### src/rtl/lcd_pkg.sv
// ---------------------------------------------------------------------------
// lcd_pkg
// Shared definitions for the memory-mapped character-LCD controller:
//   - register offsets inside the 4-word device window
//   - STATUS / control bit positions
//   - transfer FSM state encoding
//   - small elaboration-time helper for sizing the phase counter
// ---------------------------------------------------------------------------
package lcd_pkg;

    // Register offsets relative to the window base (byte offsets, word aligned)
    localparam logic [31:0] LCD_OFF_DATA   = 32'h0;
    localparam logic [31:0] LCD_OFF_CMD    = 32'h4;
    localparam logic [31:0] LCD_OFF_STATUS = 32'h8;
    localparam logic [31:0] LCD_OFF_RAW    = 32'hC;

    // STATUS read-back bit positions
    localparam int STAT_EMPTY   = 0;
    localparam int STAT_FULL    = 1;
    localparam int STAT_BUSY    = 2;
    localparam int STAT_OVF     = 3;
    localparam int STAT_IE      = 4;
    localparam int STAT_CNT_LSB = 8;

    // STATUS write-side control bits (bit 4 writes IE, shared with STAT_IE)
    localparam int CTRL_FLUSH   = 0;
    localparam int CTRL_CLR_OVF = 1;

    // Transfer sequence: one strobe per FIFO entry
    typedef enum logic [2:0] {
        ST_IDLE,
        ST_SETUP,
        ST_PULSE,
        ST_HOLD,
        ST_GAP
    } lcd_state_t;

    function automatic int max_int(input int a, input int b);
        return (a > b) ? a : b;
    endfunction

endpackage

### src/rtl/sync_fifo.sv
// ---------------------------------------------------------------------------
// sync_fifo
// Single-clock FIFO with show-ahead output (dout is the head entry whenever
// empty=0). A push into a full FIFO is accepted only when a pop frees a slot
// in the same cycle; otherwise it is ignored. flush empties the FIFO and
// overrides any push/pop in the same cycle.
// Ports:
//   clk, reset   clock, asynchronous active-low reset
//   push, din    write request and entry
//   pop          read request; advances the head
//   flush        discard all entries
//   dout         head entry
//   full, empty  occupancy flags
//   count        occupancy, 0..DEPTH
// ---------------------------------------------------------------------------
module sync_fifo #(
    parameter int WIDTH = 9,
    parameter int DEPTH = 8
) (
    input  logic                     clk,
    input  logic                     reset,
    input  logic                     push,
    input  logic                     pop,
    input  logic                     flush,
    input  logic [WIDTH-1:0]         din,
    output logic [WIDTH-1:0]         dout,
    output logic                     full,
    output logic                     empty,
    output logic [$clog2(DEPTH):0]   count
);

    localparam int AW = $clog2(DEPTH);

    logic [WIDTH-1:0] mem [DEPTH];
    logic [AW:0]      wr_ptr;
    logic [AW:0]      rd_ptr;
    logic             do_push;
    logic             do_pop;

    // The extra MSB on each pointer separates "full" from "empty" when the
    // index bits coincide.
    assign empty   = (wr_ptr == rd_ptr);
    assign full    = (wr_ptr[AW] != rd_ptr[AW]) && (wr_ptr[AW-1:0] == rd_ptr[AW-1:0]);
    assign count   = wr_ptr - rd_ptr;
    assign do_pop  = pop & ~empty;
    assign do_push = push & (~full | do_pop);
    assign dout    = mem[rd_ptr[AW-1:0]];

    // NOTE: sequential state is updated with non-blocking assignments so every
    // flop samples the pre-edge values regardless of process ordering.
    always_ff @(posedge clk or negedge reset) begin
        if (!reset) begin
            wr_ptr <= '0;
            rd_ptr <= '0;
        end else if (flush) begin
            wr_ptr <= '0;
            rd_ptr <= '0;
        end else begin
            if (do_push) wr_ptr <= wr_ptr + (AW+1)'(1);
            if (do_pop)  rd_ptr <= rd_ptr + (AW+1)'(1);
        end
    end

    // NOTE: the storage array has no reset; its contents are never observed
    // before being written because the pointers gate every read.
    always_ff @(posedge clk) begin
        if (do_push && !flush) mem[wr_ptr[AW-1:0]] <= din;
    end

endmodule

### src/rtl/lcd_mmio_ctrl.sv
// ---------------------------------------------------------------------------
// lcd_mmio_ctrl
// Memory-mapped character-LCD controller. CPU writes to DATA/CMD are queued
// in a FIFO; each entry is replayed on the parallel LCD bus as
//   SETUP (E low) -> PULSE (E high) -> HOLD (E low) -> GAP (settle)
// with the settle gap chosen by the entry type (commands are slow).
// A free-running 32-bit RAW register drives lcd_raw for direct-drive rigs.
// Ports:
//   clk, reset            clock, asynchronous active-low reset
//   device_address        CPU byte address (addr[1:0] ignored)
//   device_input          CPU write data
//   device_write_enable   single-cycle write strobe
//   device_read_enable    single-cycle read strobe
//   device_output         registered read data, held between reads
//   lcd_data, lcd_rs      LCD data bus and register select (1 = data)
//   lcd_e                 LCD enable strobe
//   lcd_raw               RAW register value
//   irq                   level interrupt: IE & FIFO empty & idle
// ---------------------------------------------------------------------------
module lcd_mmio_ctrl
    import lcd_pkg::*;
#(
    parameter logic [31:0] BASE_ADDR  = 32'h28,
    parameter int          FIFO_DEPTH = 8,
    parameter int          LCD_WIDTH  = 8,
    parameter int          SETUP_CYC  = 2,
    parameter int          E_CYC      = 4,
    parameter int          HOLD_CYC   = 2,
    parameter int          GAP_DATA   = 8,
    parameter int          GAP_CMD    = 64
) (
    input  logic                 clk,
    input  logic                 reset,
    input  logic [31:0]          device_address,
    input  logic [31:0]          device_input,
    input  logic                 device_write_enable,
    input  logic                 device_read_enable,
    output logic [31:0]          device_output,
    output logic [LCD_WIDTH-1:0] lcd_data,
    output logic                 lcd_rs,
    output logic                 lcd_e,
    output logic [31:0]          lcd_raw,
    output logic                 irq
);

    localparam int CNT_MAX = max_int(max_int(max_int(SETUP_CYC, E_CYC), max_int(HOLD_CYC, GAP_DATA)), GAP_CMD);
    localparam int CNT_W   = $clog2(CNT_MAX + 1);
    localparam int CW      = $clog2(FIFO_DEPTH) + 1;

    // ------------------------------------------------------------------
    // Bus decode
    // ------------------------------------------------------------------
    logic [31:0] offset;
    logic        sel_data, sel_cmd, sel_status, sel_raw;
    logic        wr_data, wr_cmd, wr_status, wr_raw;
    logic        push_req, flush;

    // Masking the byte-lane bits makes any addr[1:0] alias the same word.
    assign offset     = (device_address & 32'hFFFF_FFFC) - BASE_ADDR;
    assign sel_data   = (offset == LCD_OFF_DATA);
    assign sel_cmd    = (offset == LCD_OFF_CMD);
    assign sel_status = (offset == LCD_OFF_STATUS);
    assign sel_raw    = (offset == LCD_OFF_RAW);

    assign wr_data    = device_write_enable & sel_data;
    assign wr_cmd     = device_write_enable & sel_cmd;
    assign wr_status  = device_write_enable & sel_status;
    assign wr_raw     = device_write_enable & sel_raw;

    assign push_req   = wr_data | wr_cmd;
    assign flush      = wr_status & device_input[CTRL_FLUSH];

    // ------------------------------------------------------------------
    // Entry FIFO: {rs, data}
    // ------------------------------------------------------------------
    logic [LCD_WIDTH:0]   fifo_din;
    logic [LCD_WIDTH:0]   fifo_dout;
    logic                 fifo_push;
    logic                 fifo_pop;
    logic                 fifo_full;
    logic                 fifo_empty;
    logic [CW-1:0]        fifo_count;

    assign fifo_din  = {wr_data, device_input[LCD_WIDTH-1:0]};
    // A flush in the same cycle swallows the push silently.
    assign fifo_push = push_req & ~flush;

    sync_fifo #(
        .WIDTH (LCD_WIDTH + 1),
        .DEPTH (FIFO_DEPTH)
    ) u_fifo (
        .clk   (clk),
        .reset (reset),
        .push  (fifo_push),
        .pop   (fifo_pop),
        .flush (flush),
        .din   (fifo_din),
        .dout  (fifo_dout),
        .full  (fifo_full),
        .empty (fifo_empty),
        .count (fifo_count)
    );

    // ------------------------------------------------------------------
    // Transfer FSM with a single shared phase down-counter
    // ------------------------------------------------------------------
    lcd_state_t       state, state_nx;
    logic [CNT_W-1:0] cnt, cnt_nx;
    logic [CNT_W-1:0] gap_len;

    // lcd_rs already holds the type of the entry in flight.
    assign gap_len = lcd_rs ? CNT_W'(GAP_DATA) : CNT_W'(GAP_CMD);

    // NOTE: every output of this block gets a default first so no path
    // leaves a variable unassigned and no latch is inferred.
    always_comb begin
        state_nx = state;
        cnt_nx   = cnt;
        fifo_pop = 1'b0;
        unique case (state)
            ST_IDLE: begin
                if (!fifo_empty) begin
                    fifo_pop = 1'b1;
                    state_nx = ST_SETUP;
                    cnt_nx   = CNT_W'(SETUP_CYC - 1);
                end
            end
            ST_SETUP: begin
                if (cnt == '0) begin
                    state_nx = ST_PULSE;
                    cnt_nx   = CNT_W'(E_CYC - 1);
                end else begin
                    cnt_nx = cnt - CNT_W'(1);
                end
            end
            ST_PULSE: begin
                if (cnt == '0) begin
                    state_nx = ST_HOLD;
                    cnt_nx   = CNT_W'(HOLD_CYC - 1);
                end else begin
                    cnt_nx = cnt - CNT_W'(1);
                end
            end
            ST_HOLD: begin
                if (cnt == '0) begin
                    if (gap_len == '0) begin
                        state_nx = ST_IDLE;
                    end else begin
                        state_nx = ST_GAP;
                        cnt_nx   = gap_len - CNT_W'(1);
                    end
                end else begin
                    cnt_nx = cnt - CNT_W'(1);
                end
            end
            ST_GAP: begin
                if (cnt == '0) begin
                    state_nx = ST_IDLE;
                end else begin
                    cnt_nx = cnt - CNT_W'(1);
                end
            end
            default: state_nx = ST_IDLE;
        endcase
    end

    // lcd_e is registered from the next state so the strobe is glitch-free.
    always_ff @(posedge clk or negedge reset) begin
        if (!reset) begin
            state    <= ST_IDLE;
            cnt      <= '0;
            lcd_e    <= 1'b0;
            lcd_rs   <= 1'b0;
            lcd_data <= '0;
        end else begin
            state <= state_nx;
            cnt   <= cnt_nx;
            lcd_e <= (state_nx == ST_PULSE);
            if (fifo_pop) {lcd_rs, lcd_data} <= fifo_dout;
        end
    end

    // ------------------------------------------------------------------
    // Control/status registers and read port
    // ------------------------------------------------------------------
    logic        ovf;
    logic        ie;
    logic        busy;
    logic [31:0] status_word;
    logic [31:0] rd_mux;

    assign busy = (state != ST_IDLE);
    assign irq  = ie & fifo_empty & ~busy;

    always_comb begin
        status_word                        = '0;
        status_word[STAT_CNT_LSB +: 8]     = 8'(fifo_count);
        status_word[STAT_IE]               = ie;
        status_word[STAT_OVF]              = ovf;
        status_word[STAT_BUSY]             = busy;
        status_word[STAT_FULL]             = fifo_full;
        status_word[STAT_EMPTY]            = fifo_empty;
    end

    // DATA/CMD and unmapped offsets read as zero.
    always_comb begin
        rd_mux = '0;
        if (sel_status)   rd_mux = status_word;
        else if (sel_raw) rd_mux = lcd_raw;
    end

    always_ff @(posedge clk or negedge reset) begin
        if (!reset) begin
            ovf           <= 1'b0;
            ie            <= 1'b0;
            lcd_raw       <= '0;
            device_output <= '0;
        end else begin
            // Reads see pre-write values because rd_mux is built from flops.
            if (device_read_enable) device_output <= rd_mux;
            if (wr_raw) lcd_raw <= device_input;
            if (wr_status) ie <= device_input[STAT_IE];
            if (wr_status && device_input[CTRL_CLR_OVF]) begin
                ovf <= 1'b0;
            end else if (fifo_push && fifo_full && !fifo_pop) begin
                ovf <= 1'b1;
            end
        end
    end

endmodule

### config.mk
export PLATFORM = sky130hd
export DESIGN_NAME = lcd_mmio_ctrl
export DESIGN_NICKNAME = d
export VERILOG_FILES = /design/src/rtl/lcd_pkg.sv /design/src/rtl/sync_fifo.sv /design/src/rtl/lcd_mmio_ctrl.sv
export SDC_FILE = /design/constraint.sdc
export NUM_CORES = 1
export LEC_CHECK = 0
export BUFFER_PORTS_ARGS = -buffer_cell sky130_fd_sc_hd__buf_2
export CAP_MARGIN = 20
export CORE_ASPECT_RATIO = 2
export CORE_UTILIZATION = 50
export CTS_BUF_LIST = sky130_fd_sc_hd__clkbuf_16
export DETAILED_ROUTE_END_ITERATION = 6
export PLACE_DENSITY_LB_ADDON = 0.08
export SLEW_MARGIN = 30
export SYNTH_ARGS = -nofsm -noshare
export SYNTH_HDL_FRONTEND = slang
export SYNTH_SLANG_ARGS = --single-unit
### constraint.sdc
create_clock -name clk -period 3.3 [get_ports clk]
set_clock_uncertainty 0.05 [all_clocks]
set_input_delay 0.165 -clock clk [delete_from_list [all_inputs] [get_ports clk]]
set_output_delay 0.165 -clock clk [all_outputs]
set_load 0.05 [all_outputs]
==> results.py <==
metrics = {
    "critical_path": {
        "endpoint_kind": "flop",
        "critical_path.max_stage_delay_ps": 450,
        "timing_worst_setup_path_type": "flop to flop",
        "cp_data_required_time_ps": 3380,
        "cpMaxStageDelayCell": "sky130_fd_sc_hd__dfrtp_1",
        "critical-path-top-delay-family": "simple AND/OR/NAND/NOR gates",
        "critical_path.most_common_cell": "sky130_fd_sc_hd__nor2_1",
        "startpoint_type": "flop",
        "cp_cell_sequence": "inv_1, ha_1, nand3_1, nand2b_1, nor2_1, nor2_1, and2_1, nand2_2, nor4_1, buf_4",
        "timing.critical_path.arrival_ps": 2850,
        "cp.buffers_inverters": 2,
        "critPathMaxFanout": 9,
    },
    "sta": {
        "timing_worst_slew_pin_value_ps": 842,
        "timing.final.crit_share": 0.840,
        "setup_slack_ps": 529,
        "timing.final.hold_violations": 5,
        "report.final.slew_viol_count": 0,
        "timing.final.setup_violations": 0,
        "max_freq_ghz": 0.361,
        "final_critical_delay_including_setup_and_external_delays_ps": 2770,
        "slew-limit-headroom": 0.438,
        "hold_ws_ps": -3.07,
        "setup-tns-final_ps": 0,
        "grt_setup_unrepaired": "false",
    },
    "routing": {
        "detailroute.via_count": 5492,
        "drtAntennaViolNets": 0,
        "post_drt_wl_per_cell_um": 18.0,
        "first_drt_iteration_drcs": 259,
        "firstDrtPassIters": 5,
        "drcViolationCount": 0,
        "drt_wl_total_um": 17700,
        "avgViaCountPerCell": 5.59,
    },
    "clocking": {
        "clock_insertion_delay_worst_skew_ps": 420,
        "clock_tree.root_cell": "sky130_fd_sc_hd__clkbuf_16",
        "worst_setup_hold_path_clk_slew_ps": 70,
        "cts_repair_resize_count": 0,
        "cts_buffer_depth": 2,
        "cts_sinks": 166,
        "tritoncts_buffers": 17,
        "tritoncts_clock_tree": "yes",
        "cts_htree_levels": 4,
    },
    "pwr": {
        "ir_worst_vdd_v": 0.000376,
        "static-leakage-power_nw": 4.27,
        "total_power_mw": 4.62,
        "p_per_area_mw_per_mm2": 483,
    },
    "floorplan": {
        "die_width_um": 89.9,
        "initial_cell_density_of_the_core": 0.516,
        "design.core.area_sq_mm": 0.0150,
        "die_h_um": 178,
        "die-area_sq_mm": 0.0160,
        "std_cell_rows": 63,
        "design.portCount": 143,
    },
    "run_status": {
        "run_status": "complete, but fails checks",
        "failed_checks": "negative hold slack",
    },
    "final_layout": {
        "sequential_cell_area_sq_mm": 0.00451,
        "share_of_post_route_cells_with_drive_strength_above_1": 0.326,
        "final_common_cell": "sky130_fd_sc_hd__buf_2",
        "final_design_area_no_fill_sq_mm": 0.00957,
        "num-fill-cells": 1194,
        "areaGrowthSynthToFinish_pct": 23.9,
        "layout.cells.most_common_list": "139 x sky130_fd_sc_hd__buf_2, 94 x sky130_fd_sc_hd__dfrtp_1, 72 x sky130_fd_sc_hd__edfxtp_1",
        "finish.net_count": 852,
        "diodes": 0,
        "multiInputGateArea_sq_mm": 0.00296,
    },
    "placed_design": {
        "post_dp_cell_area_sq_mm": 0.00867,
        "routabilityCongestion": 0.871,
        "place.detailed.hpwl_um": 12700,
        "place_ws_ps": 346,
        "portBuffers": 140,
    },
    "synth": {
        "synth_top_flop_cell": "sky130_fd_sc_hd__dfrtp_1",
        "yosysWarningCount": 0,
        "synth_area_per_cell_sq_um": 12.9,
        "synth_xor_xnor_area_share": 0.0125,
        "number_of_enable_type_register_cells_in_the_synthesized_netlist": 72,
        "share_of_synthesized_cell_area_in_and_or_nand_and_nor_gates": 0.134,
        "synth_largest_area_cell": "sky130_fd_sc_hd__dfrtp_1",
        "synth.yosys.seq_area_share": 0.584,
        "synth_top_area_share": 0.305,
        "gate_count_after_technology_mapping": 599,
        "post_synth_main_area_contributors": "sky130_fd_sc_hd__dfrtp_1 30%, sky130_fd_sc_hd__edfxtp_1 28%, sky130_fd_sc_hd__mux2_4 5.8%, sky130_fd_sc_hd__mux4_2 5.2%, sky130_fd_sc_hd__o31ai_1 3.3%",
        "synthesized_net_count": 676,
        "dominant_combinational_cell_family_by_area_after_synthesis": "simple AND/OR/NAND/NOR gates",
        "synth_adder_area_share": 0.0156,
        "compound_cell_area_share_of_the_yosys_netlist": 0.0927,
        "synth_area_sq_mm": 0.00772,
        "postSynth.asyncResetShare": 0.566,
        "ys_ff_latch": 166,
        "yosys-mux-area-fraction": 0.129,
        "yosysUniqueCellTypes": 64,
    },
    "global_routing": {
        "antenna_found_initial": 0,
        "grt_start_max_net_pins": 43,
        "grt_first_pass_wirelength_um": 29000,
        "track_usage": 0.235,
        "grt.overflow.total": 0,
        "vias_in_the_first_global_route": 5733,
    },
    "min_path": {
        "min-delay-path-class": "input pin to flop",
    },
    "flow_run": {
        "cap_viol_max_count": 0,
    },
}
==> kinds of logic after synthesis <==
group | after synthesis
xor gates and xnor gates | 11
muxes | 62
buffers and inverters | 51
adders and majority gates | 9
and+or+nand+nor | 197
AOI/OAI and AO/OA | 103
DFF | 166
==> area by class of cell <==
class | instances | area share
timing repair buffer | 193 | 0.124
tap | 195 | 0.0255
inverter | 15 | 0.00589
multi-input combinational | 382 | 0.310
clock buffer | 17 | 0.0445
sequential | 166 | 0.472
clock inverter | 15 | 0.0182
==> worst paths after layout <==
kind	start	slack [ps]	to	cells past startpoint
setup / recovery	u_fifo.wr_ptr[0]	530	u_fifo.mem[3][5]	10
hold / removal	device_input[5]	-3	u_fifo.mem[1][5]	1
setup reg to reg	u_fifo.wr_ptr[0]	530	u_fifo.mem[3][5]	10
hold reg to reg	lcd_data[0]	430	lcd_data[0]	2
max in group asynchronous	reset	2170	device_output[20]	3
min in group asynchronous	reset	210	lcd_data[4]	2
==> registers in the layout, summed over array words and instances, names as in the netlist <==
name           cells
state              3
device_output     32
lcd_raw           32
u_fifo.rd_ptr      4
lcd_e              1
u_fifo.wr_ptr      4
ovf                1
cnt                7
lcd_data           8
ie                 1
lcd_rs             1
u_fifo.mem        72
==> synth_stat cells, types with 3 or more instances <==
cell type and number:
sky130_fd_sc_hd__clkbuf_1 25, sky130_fd_sc_hd__nor4_1 9, sky130_fd_sc_hd__inv_1 15, sky130_fd_sc_hd__o21ai_0 14, sky130_fd_sc_hd__xor2_1 4, sky130_fd_sc_hd__nand4_1 4, sky130_fd_sc_hd__xnor2_1 7, sky130_fd_sc_hd__a21oi_1 19
sky130_fd_sc_hd__or4_1 3, sky130_fd_sc_hd__and3_1 4, sky130_fd_sc_hd__and4_1 3, sky130_fd_sc_hd__nor2_1 37, sky130_fd_sc_hd__edfxtp_1 72, sky130_fd_sc_hd__nand2b_1 33, sky130_fd_sc_hd__a31oi_1 4, sky130_fd_sc_hd__ha_1 8
sky130_fd_sc_hd__a211oi_1 3, sky130_fd_sc_hd__nor3_1 20, sky130_fd_sc_hd__buf_6 6, sky130_fd_sc_hd__dfrtp_1 94, sky130_fd_sc_hd__nand2_1 48, sky130_fd_sc_hd__mux2_2 3, sky130_fd_sc_hd__a21o_1 4, sky130_fd_sc_hd__mux2_4 30
sky130_fd_sc_hd__mux4_2 18, sky130_fd_sc_hd__nand4b_1 3, sky130_fd_sc_hd__o31ai_1 34, sky130_fd_sc_hd__nand3_1 15, sky130_fd_sc_hd__mux2i_1 11
==> timing repair <==
item | 4_1_cts | 5_1_grt
buffers inserted | 0 | 0
endpoints found under the hold margin | 102 | 0
hold buffers | 30 | 0
==> per-stage QoR <==
| stage | utilization | cells |
|---|---|---|
| 6_report | 0.639 | 983 |
| 5_1_grt | 0.639 | 983 |
| 4_1_cts | 0.639 | 983 |
| 3_5_place_dp | 0.579 | 921 |
| 3_3_place_gp | 0.579 | 921 |
| 2_1_floorplan | - | 599 |
==> metal layers <==
layer	part of all wire	routed length [um]	GRT usage	vias up
met3	0.045	794	0.0467	37
met2	0.55	9800	0.439	179
met4	0.027	482	0.102	0
met5	0	0	0	-
met1	0.37	6620	0.255	2686
li1	-	-	-	2590
==> where the power goes <==
part           switching [mW]  total, mW  internal (mW)
Combinational           0.314      0.442          0.128
Sequential             0.0214       2.22           2.20
Clock                   0.927       1.95           1.02
No activity file was read; power rests on OpenSTA's default activity.
